<file path="src/rtl/pwm_duty_sequencer.sv">
// pwm_duty_sequencer: FIFO-buffered duty samples, one handed to the PWM
// generator per period_tick; primes before running, re-primes on underrun.
// Ports: clk, reset (async, active-high), enable, period_tick,
//   s_valid/s_data/s_ready (sample stream in),
//   duty/duty_update (to generator), fill (FIFO occupancy),
//   underrun_flag/clear_underrun/underrun_count (underrun status).
module pwm_duty_sequencer #(
  parameter int BIT_WIDTH = 12,
  parameter int FIFO_DEPTH = 8,
  parameter int PRIME_LEVEL = 4,
  parameter logic [BIT_WIDTH-1:0] IDLE_DUTY =
    {1'b1, {(BIT_WIDTH-1){1'b0}}}
) (
  input  logic                          clk,
  input  logic                          reset,
  input  logic                          enable,
  input  logic                          period_tick,
  input  logic                          s_valid,
  input  logic [BIT_WIDTH-1:0]          s_data,
  output logic                          s_ready,
  output logic [BIT_WIDTH-1:0]          duty,
  output logic                          duty_update,
  output logic [$clog2(FIFO_DEPTH):0]   fill,
  output logic                          underrun_flag,
  input  logic                          clear_underrun,
  output logic [15:0]                   underrun_count
);

  localparam int AW = $clog2(FIFO_DEPTH);
  localparam int FW = AW + 1;
  localparam logic [FW-1:0] FULL = FW'(FIFO_DEPTH);
  localparam logic [FW-1:0] PRIME_FILL = FW'(PRIME_LEVEL);

  typedef enum logic [1:0] {
    IDLE  = 2'd0,
    PRIME = 2'd1,
    RUN   = 2'd2
  } state_t;

  state_t state;
  state_t state_n;

  logic [BIT_WIDTH-1:0] mem [FIFO_DEPTH];
  logic [AW-1:0]        wr_ptr;
  logic [AW-1:0]        rd_ptr;

  logic push;
  logic pop;
  logic underrun;
  logic flush;

  // Ready depends only on registered state, so a pop in the same cycle
  // never frees a slot for a write at full.
  assign s_ready = (state != IDLE) && (fill < FULL);
  assign push = s_valid && s_ready;

  // IDLE holds the FIFO empty; dropping enable discards everything in
  // the same edge that takes the state to IDLE.
  assign flush = !enable || (state == IDLE);

  assign pop = enable && (state == RUN) && period_tick &&
               (fill != '0);
  assign underrun = enable && (state == RUN) && period_tick &&
                    (fill == '0);

  always_ff @(posedge clk or posedge reset) begin
    if (reset) begin
      state <= IDLE;
    end else begin
      state <= state_n;
    end
  end

  always_comb begin
    state_n = state;
    unique case (state)
      IDLE: begin
        if (enable) state_n = PRIME;
      end
      PRIME: begin
        if (fill >= PRIME_FILL) state_n = RUN;
      end
      RUN: begin
        if (underrun) state_n = PRIME;
      end
      default: state_n = IDLE;
    endcase
    if (!enable) state_n = IDLE;
  end

  // Storage needs no reset: pointers and fill define what is valid.
  always_ff @(posedge clk) begin
    if (push && !flush) begin
      mem[wr_ptr] <= s_data;
    end
  end

  always_ff @(posedge clk or posedge reset) begin
    if (reset) begin
      wr_ptr      <= '0;
      rd_ptr      <= '0;
      fill        <= '0;
      duty        <= IDLE_DUTY;
      duty_update <= 1'b0;
    end else begin
      duty_update <= pop;
      if (flush) begin
        wr_ptr <= '0;
        rd_ptr <= '0;
        fill   <= '0;
        duty   <= IDLE_DUTY;
      end else begin
        if (push) wr_ptr <= wr_ptr + AW'(1);
        if (pop) begin
          rd_ptr <= rd_ptr + AW'(1);
          duty   <= mem[rd_ptr];
        end
        unique case ({push, pop})
          2'b10:   fill <= fill + FW'(1);
          2'b01:   fill <= fill - FW'(1);
          default: fill <= fill;
        endcase
      end
    end
  end

  // A new underrun outranks a simultaneous clear.
  always_ff @(posedge clk or posedge reset) begin
    if (reset) begin
      underrun_flag  <= 1'b0;
      underrun_count <= '0;
    end else begin
      if (underrun) begin
        underrun_flag <= 1'b1;
      end else if (clear_underrun) begin
        underrun_flag <= 1'b0;
      end
      if (underrun && (underrun_count != 16'hFFFF)) begin
        underrun_count <= underrun_count + 16'd1;
      end
    end
  end

endmodule

</file>
<file path="config.mk">
export PLATFORM = sky130hd
export DESIGN_NAME = pwm_duty_sequencer
export DESIGN_NICKNAME = d
export VERILOG_FILES = /design/src/rtl/pwm_duty_sequencer.sv
export SDC_FILE = /design/constraint.sdc
export NUM_CORES = 1
export LEC_CHECK = 0
export CAP_MARGIN = 5
export CELL_PAD_IN_SITES_DETAIL_PLACEMENT = 2
export CELL_PAD_IN_SITES_GLOBAL_PLACEMENT = 2
export CORE_MARGIN = 8
export CORE_UTILIZATION = 42
export CTS_CLUSTER_DIAMETER = 120
export DETAILED_ROUTE_END_ITERATION = 10
export GPL_TIMING_DRIVEN = 0
export PLACE_DENSITY_LB_ADDON = 0.1
export SLEW_MARGIN = 0
export SYNTH_ARGS = -nofsm -noshare
export SYNTH_HDL_FRONTEND = slang
export SYNTH_SLANG_ARGS = --single-unit
</file>
<file path="constraint.sdc">
create_clock -name clk -period 3.1 [get_ports clk]
set_input_delay 0.62 -clock clk [delete_from_list [all_inputs] [get_ports clk]]
set_output_delay 0.62 -clock clk [all_outputs]
set_load 0.02 [all_outputs]
</file>
# [Yosys cells after proc, flatten, opt, wreduce, memory -nomap -nowiden]
# Memories as Yosys holds them, arrays and structs flattened.
# Index checks and enable logic that the tools add are counted.
# W data, S select, Z words.
[word_totals] regBits=42 ramBits=96 inputBits=18 output_inout_bits=35 elab_cells=59 mem_count=1
[op_classes] n_addsub=5 magnitude_cmp=2 eq_ne=7 muxes=16 reduce_logical=20
[memory_table] name="mem" depth=8 width=12 read_ports=1 rd_ports_with_merged_regs=0 wr=1 line_no="43" source="logic [BIT_WIDTH-1:0] mem [FIFO_DEPTH];"
[ops] cell="$mux W12" n=2
[ops] cell="$add A16 B1 Y16 const B" n=1
[ops] cell="$ne A16 B16 Y1 const B" n=1
[ops] cell="$mux W3" n=4
[ops] cell="$logic_and A1 B1 Y1" n=8
[ops] cell="$pmux W4 S2" n=1
[ops] cell="$reduce_bool A2 Y1" n=4
[ops] cell="$add A3 B1 Y3 const B" n=2
[ops] cell="$mux W2" n=3
[ops] cell="$ne A3 B3 Y1 const B" n=2
[ops] cell="$pmux W2 S3" n=1
[ops] cell="$add A4 B1 Y4 const B" n=1
[ops] cell="$eq A2 B1 Y1 const B" n=2
[ops] cell="$eq A2 B2 Y1 const B" n=2
[ops] cell="$ge A4 B3 Y1 const B" n=1
[ops] cell="$logic_not A4 Y1" n=1
[ops] cell="$lt A4 B4 Y1 const B" n=1
[ops] cell="$mux W1" n=4
[ops] cell="$mux W4" n=1
[ops] cell="$reduce_bool A4 Y1" n=1
[ops] cell="$sub A4 B1 Y4 const B" n=1
[ops] cell="$reduce_bool A3 Y1" n=1
[ops] cell="$logic_not A1 Y1" n=2
[ops] cell="$logic_not A2 Y1" n=1
[ops] cell="2 further kinds" n=2

# [Logic depth before layout (Yosys ltp)]
[depth] word_depth=7 depth_mapped=11 depth_no_buf=9

# [Worst setup path after synthesis]
# No wires, ideal clock.
[synth_path] path_kind="flip-flop to flip-flop" from="reg fill[3]" to="mem mem[0][0], enable pin" setup_time_ns=0.396 arrival_time_ns=2.356 required_time_ns=2.704 path_slack_ns=0.348 path_stages_with_launch=6 path_buffers=1 period_less_slack_ns=2.752 path_cell_list="dfrtp_1 o21ba_2 and2_1 clkbuf_1 nand3b_1 nor3_1"
[synth_between] elab_chain_cells=6
[synth_lines] element="start, declared" line_no="23" source="output logic [$clog2(FIFO_DEPTH):0] fill,"
[synth_lines] element="start signal, assigned" line_no="119" source="2'b10: fill <= fill + FW'(1);"
[synth_lines] element="start signal, assigned" line_no="120" source="2'b01: fill <= fill - FW'(1);"
[synth_lines] element="start signal, assigned" line_no="121" source="default: fill <= fill;"
[synth_lines] element="$lt A4 B4 Y1" line_no="54" source="assign s_ready = (state != IDLE) && (fill < FULL);"
[synth_lines] element="$logic_and A1 B1 Y1" line_no="54"
[synth_lines] element="net s_ready" line_no="20" source="output logic s_ready,"
[synth_lines] element="$logic_and A1 B1 Y1" line_no="55" source="assign push = s_valid && s_ready;"
[synth_lines] element="$logic_and A1 B1 Y1" line_no="93" source="if (push && !flush) begin"
[synth_lines] element="$mux W1" line_no="93"
[synth_lines] element="$mux W1 (implied by the code)" line_no="94" source="mem[wr_ptr] <= s_data;"
[synth_lines] element="end, declared" line_no="43"
# The timed path passes the listed nets, and every way through them passes these cells.

# [Worst setup path after layout]
[layout_path] from="reg fill[3]" to="mem mem[6][5], enable pin"
[layout_between] elab_chain_cells=6
[layout_lines] element="$lt A4 B4 Y1" line_no="54"
[layout_lines] element="$logic_and A1 B1 Y1" line_no="54"
[layout_lines] element="$logic_and A1 B1 Y1" line_no="55"
[layout_lines] element="$logic_and A1 B1 Y1" line_no="93"
[layout_lines] element="$mux W1" line_no="93"
[layout_lines] element="$mux W1 (implied by the code)" line_no="94"
# Every way passes these cells.

==> results.py <==
metrics = {
    "placed_design": {
        "post-dp-hpwl_um": 9530,
        "gp_congestion": 0.714,
        "portBuffers": 51,
    },
    "finish": {
        "mostFrequentLayoutCell": "edfxtp_1",
        "layout_common_cells": "edfxtp_1, clkdlybuf4s50_1, dfrtp_1, nand3_1, mux4_2",
        "n_fill_cell": 1195,
        "area_growth_pct": 25.9,
        "drive_above_1_share_pct": 18.7,
        "fin_nets": 451,
        "n_antenna_cell": 0,
    },
    "logic_synthesis": {
        "synth.top_cell.area_share_pct": 51.1,
        "ys_types": 44,
        "netlist_instances": 349,
        "synth-warning-count": 0,
        "syn_avg_cell_area_um2": 16.2,
        "ys_seq_elements": 138,
        "syn_nets": 372,
        "synth-edff-count": 96,
        "synthArstFlopShare_pct": 30.4,
        "synthTopCellsByArea": "edfxtp_1, dfrtp_1, mux4_2",
        "yosysTopAreaCell": "edfxtp_1",
        "ys_seq_area_share_pct": 69.7,
        "synth_area_mm2": 0.00565,
        "synthFlopType": "edfxtp_1",
    },
    "drt": {
        "drt_iter0_markers": 237,
        "viasPerCell": 5.57,
        "drt-total-wl_um": 15100,
        "first_pass_iters": 4,
        "ant_nets": 0,
        "drc": 0,
        "vias": 3423,
        "wire_per_inst_um": 24.6,
    },
    "clock_network": {
        "cts-buffers-inserted": 17,
        "ctsResizeCount": 0,
        "cts-root-buf": "clkbuf_16",
        "cts.clk_slew.worst_paths_ps": 60,
        "cts_setup_buffers": 0,
        "hold_buffers": 0,
        "clock_path_buffers": 2,
        "cts_sinks": 138,
        "htreeDepth": 4,
        "clk_latency_ps": 420,
        "cts_tree": "built",
    },
    "pwr": {
        "power.density_mw_per_mm2": 591,
        "p_leak_nw": 2.52,
        "irDropWorstVdd_mv": 0.386,
    },
    "sta": {
        "relSlewSlack_pct": 37.0,
        "fmax_mhz": 354,
        "whs_ps": 469,
        "finalHoldViolCount": 0,
        "final.setup.tns_ps": 0,
        "setup_viol": 0,
        "worstMarginPinSlew_ps": 944,
        "period_minus_slack_ps": 2820,
        "slew_viol_final": 0,
        "fin_worst_skew_ps": 8.54,
        "post-route-period-util_pct": 91.1,
        "rsz0062_at_grt": "false",
    },
    "global_route": {
        "grt_pass1_wl_um": 24000,
        "grt_pass1_vias": 3905,
        "grt_overflow_total": 0,
        "antenna_found_initial": 0,
        "grt_usage_pct": 18.4,
        "grt_start_max_net_pins": 32,
    },
    "worst_setup_path": {
        "cpPeakStageDelay_ps": 650,
        "cp_max_fo": 9,
        "critical_path_class": "reg2reg",
        "r2r_setup_slack_ps": 280,
        "required_ps": 3220,
        "crit_buf_inv": 2,
        "startpoint_type": "flop",
        "crit_path_top_delay_cell": "nor2_1",
        "end_kind": "flop",
        "cp_cell_sequence": "o21ba_2 > and2_1 > clkbuf_1 > nand3b_1 > nor2_1 > buf_6",
        "cp_data_arrival_time_ps": 2950,
        "crit_family": "simple AND/OR/NAND/NOR gates",
    },
    "floorplan": {
        "die_area_mm2": 0.0174,
        "initial_utilization_pct": 42.8,
        "die_w_um": 132,
        "io-pin-count": 53,
        "rows": 42,
        "coreArea_mm2": 0.0132,
        "die_y_um": 132,
    },
    "status": {
        "run_status": "finished, final reports clean",
    },
    "run": {
        "cap_violations": 0,
    },
    "worst_hold_path": {
        "min_path_type": "in2async",
    },
}
## Yosys cell counts (2+ instances only)
| cell | count |
|---|---|
| nor3_1 | 8 |
| nand3b_1 | 2 |
| o21ai_0 | 15 |
| edfxtp_1 | 96 |
| and3_1 | 3 |
| o21a_1 | 5 |
| ha_1 | 5 |
| a21oi_1 | 8 |
| nor2_1 | 21 |
| mux2i_1 | 13 |
| clkbuf_1 | 7 |
| inv_1 | 6 |
| nand2b_1 | 3 |
| xor2_1 | 7 |
| nand2_1 | 15 |
| buf_1 | 2 |
| nand4_1 | 3 |
| xnor2_1 | 8 |
| mux2_2 | 3 |
| nor4b_1 | 2 |
| nand3_1 | 27 |
| buf_2 | 5 |
| mux4_2 | 24 |
| dfrtp_1 | 41 |
## per-stage QoR
step           setup slack (ps)  util (%)  total power [mW]  area (um^2)  cells
6_report                    277      53.9              4.20         7110    615
5_1_grt                    76.3      53.9              4.32         7110    615
4_1_cts                     275      53.9              4.25         7110    615
3_5_place_dp              -11.8      49.3              2.12         6500    585
3_3_place_gp               -904      48.3              2.11         6380    576
2_1_floorplan               348         -              2.06         5650    349
## power breakdown
| part | switching (mW) | leakage, nW | total, mW | internal (mW) |
|---|---|---|---|---|
| sequential | 0.00619 | 1.45 | 1.99 | 1.99 |
| clock | 0.781 | 0.288 | 2.12 | 1.34 |
| combinational | 0.0577 | 0.787 | 0.0950 | 0.0373 |
| total | 0.845 | 2.52 | 4.20 | 3.36 |
## final cells by class
| type | instances | area (um^2) | area share [%] |
|---|---|---|---|
| plain buffers | 15 | 66.3 | 0.933 |
| well taps | 176 | 220 | 3.10 |
| flip-flops and latches | 138 | 3940 | 55.4 |
| clock buffers | 18 | 429 | 6.04 |
| multi-input cells | 189 | 1630 | 22.9 |
| inverters | 7 | 26.3 | 0.370 |
| clock inverters | 12 | 174 | 2.45 |
| repair buffers | 60 | 628 | 8.84 |
## worst reg2reg max path, cell delays in order (launching register included)
cell	delay, ps
dfrtp_1	490
o21ba_2	320
and2_1	120
clkbuf_1	370
nand3b_1	310
nor2_1	650
buf_6	260
## final timing paths
path                                startpoint  cells after the start                            end
max in group asynchronous                reset                      3           duty[11]$_DFFE_PP1P_
min reg2reg                duty[4]$_DFFE_PP0P_                      2            duty[4]$_DFFE_PP0P_
max                        fill[3]$_DFFE_PP0P_                      6            mem[6][5]$_DFFE_PP_
max reg2reg                fill[3]$_DFFE_PP0P_                      6            mem[6][5]$_DFFE_PP_
min in group clk           duty[4]$_DFFE_PP0P_                      2            duty[4]$_DFFE_PP0P_
min                                      reset                      2  underrun_count[6]$_DFFE_PP0P_
## routing by layer
metal / vias up / GRT usage [%] / wire, um
li1: 1506 / - / -
met1: 1812 / 22.6 / 6550
met2: 81 / 30.6 / 7710
met3: 24 / 4.69 / 589
met4: 0 / 6.70 / 272
met5: - / 0 / 0
## flip-flops by register name, indices dropped and copies added, names as in the netlist
signal	flops
underrun_flag	1
underrun_count	16
duty_update	1
fill	4
duty	12
rd_ptr	3
mem	96
state	2
wr_ptr	3
## cells by family (layout without fill, tap and decap cells)
| kind of cell | Yosys count | count (layout) | synth area share (%) |
|---|---|---|---|
| adders and majority gates | 5 | 5 | 1.11 |
| DFF | 138 | 138 | 69.7 |
| buffers and inverters | 22 | 112 | 1.64 |
| muxes | 40 | 40 | 12.5 |
| xor gates and xnor gates | 15 | 15 | 2.33 |
| and+or+nand+nor | 94 | 94 | 9.06 |
| AOI/OAI and AO/OA | 35 | 35 | 3.70 |
Note: power is estimated with default switching activity, not from simulation.
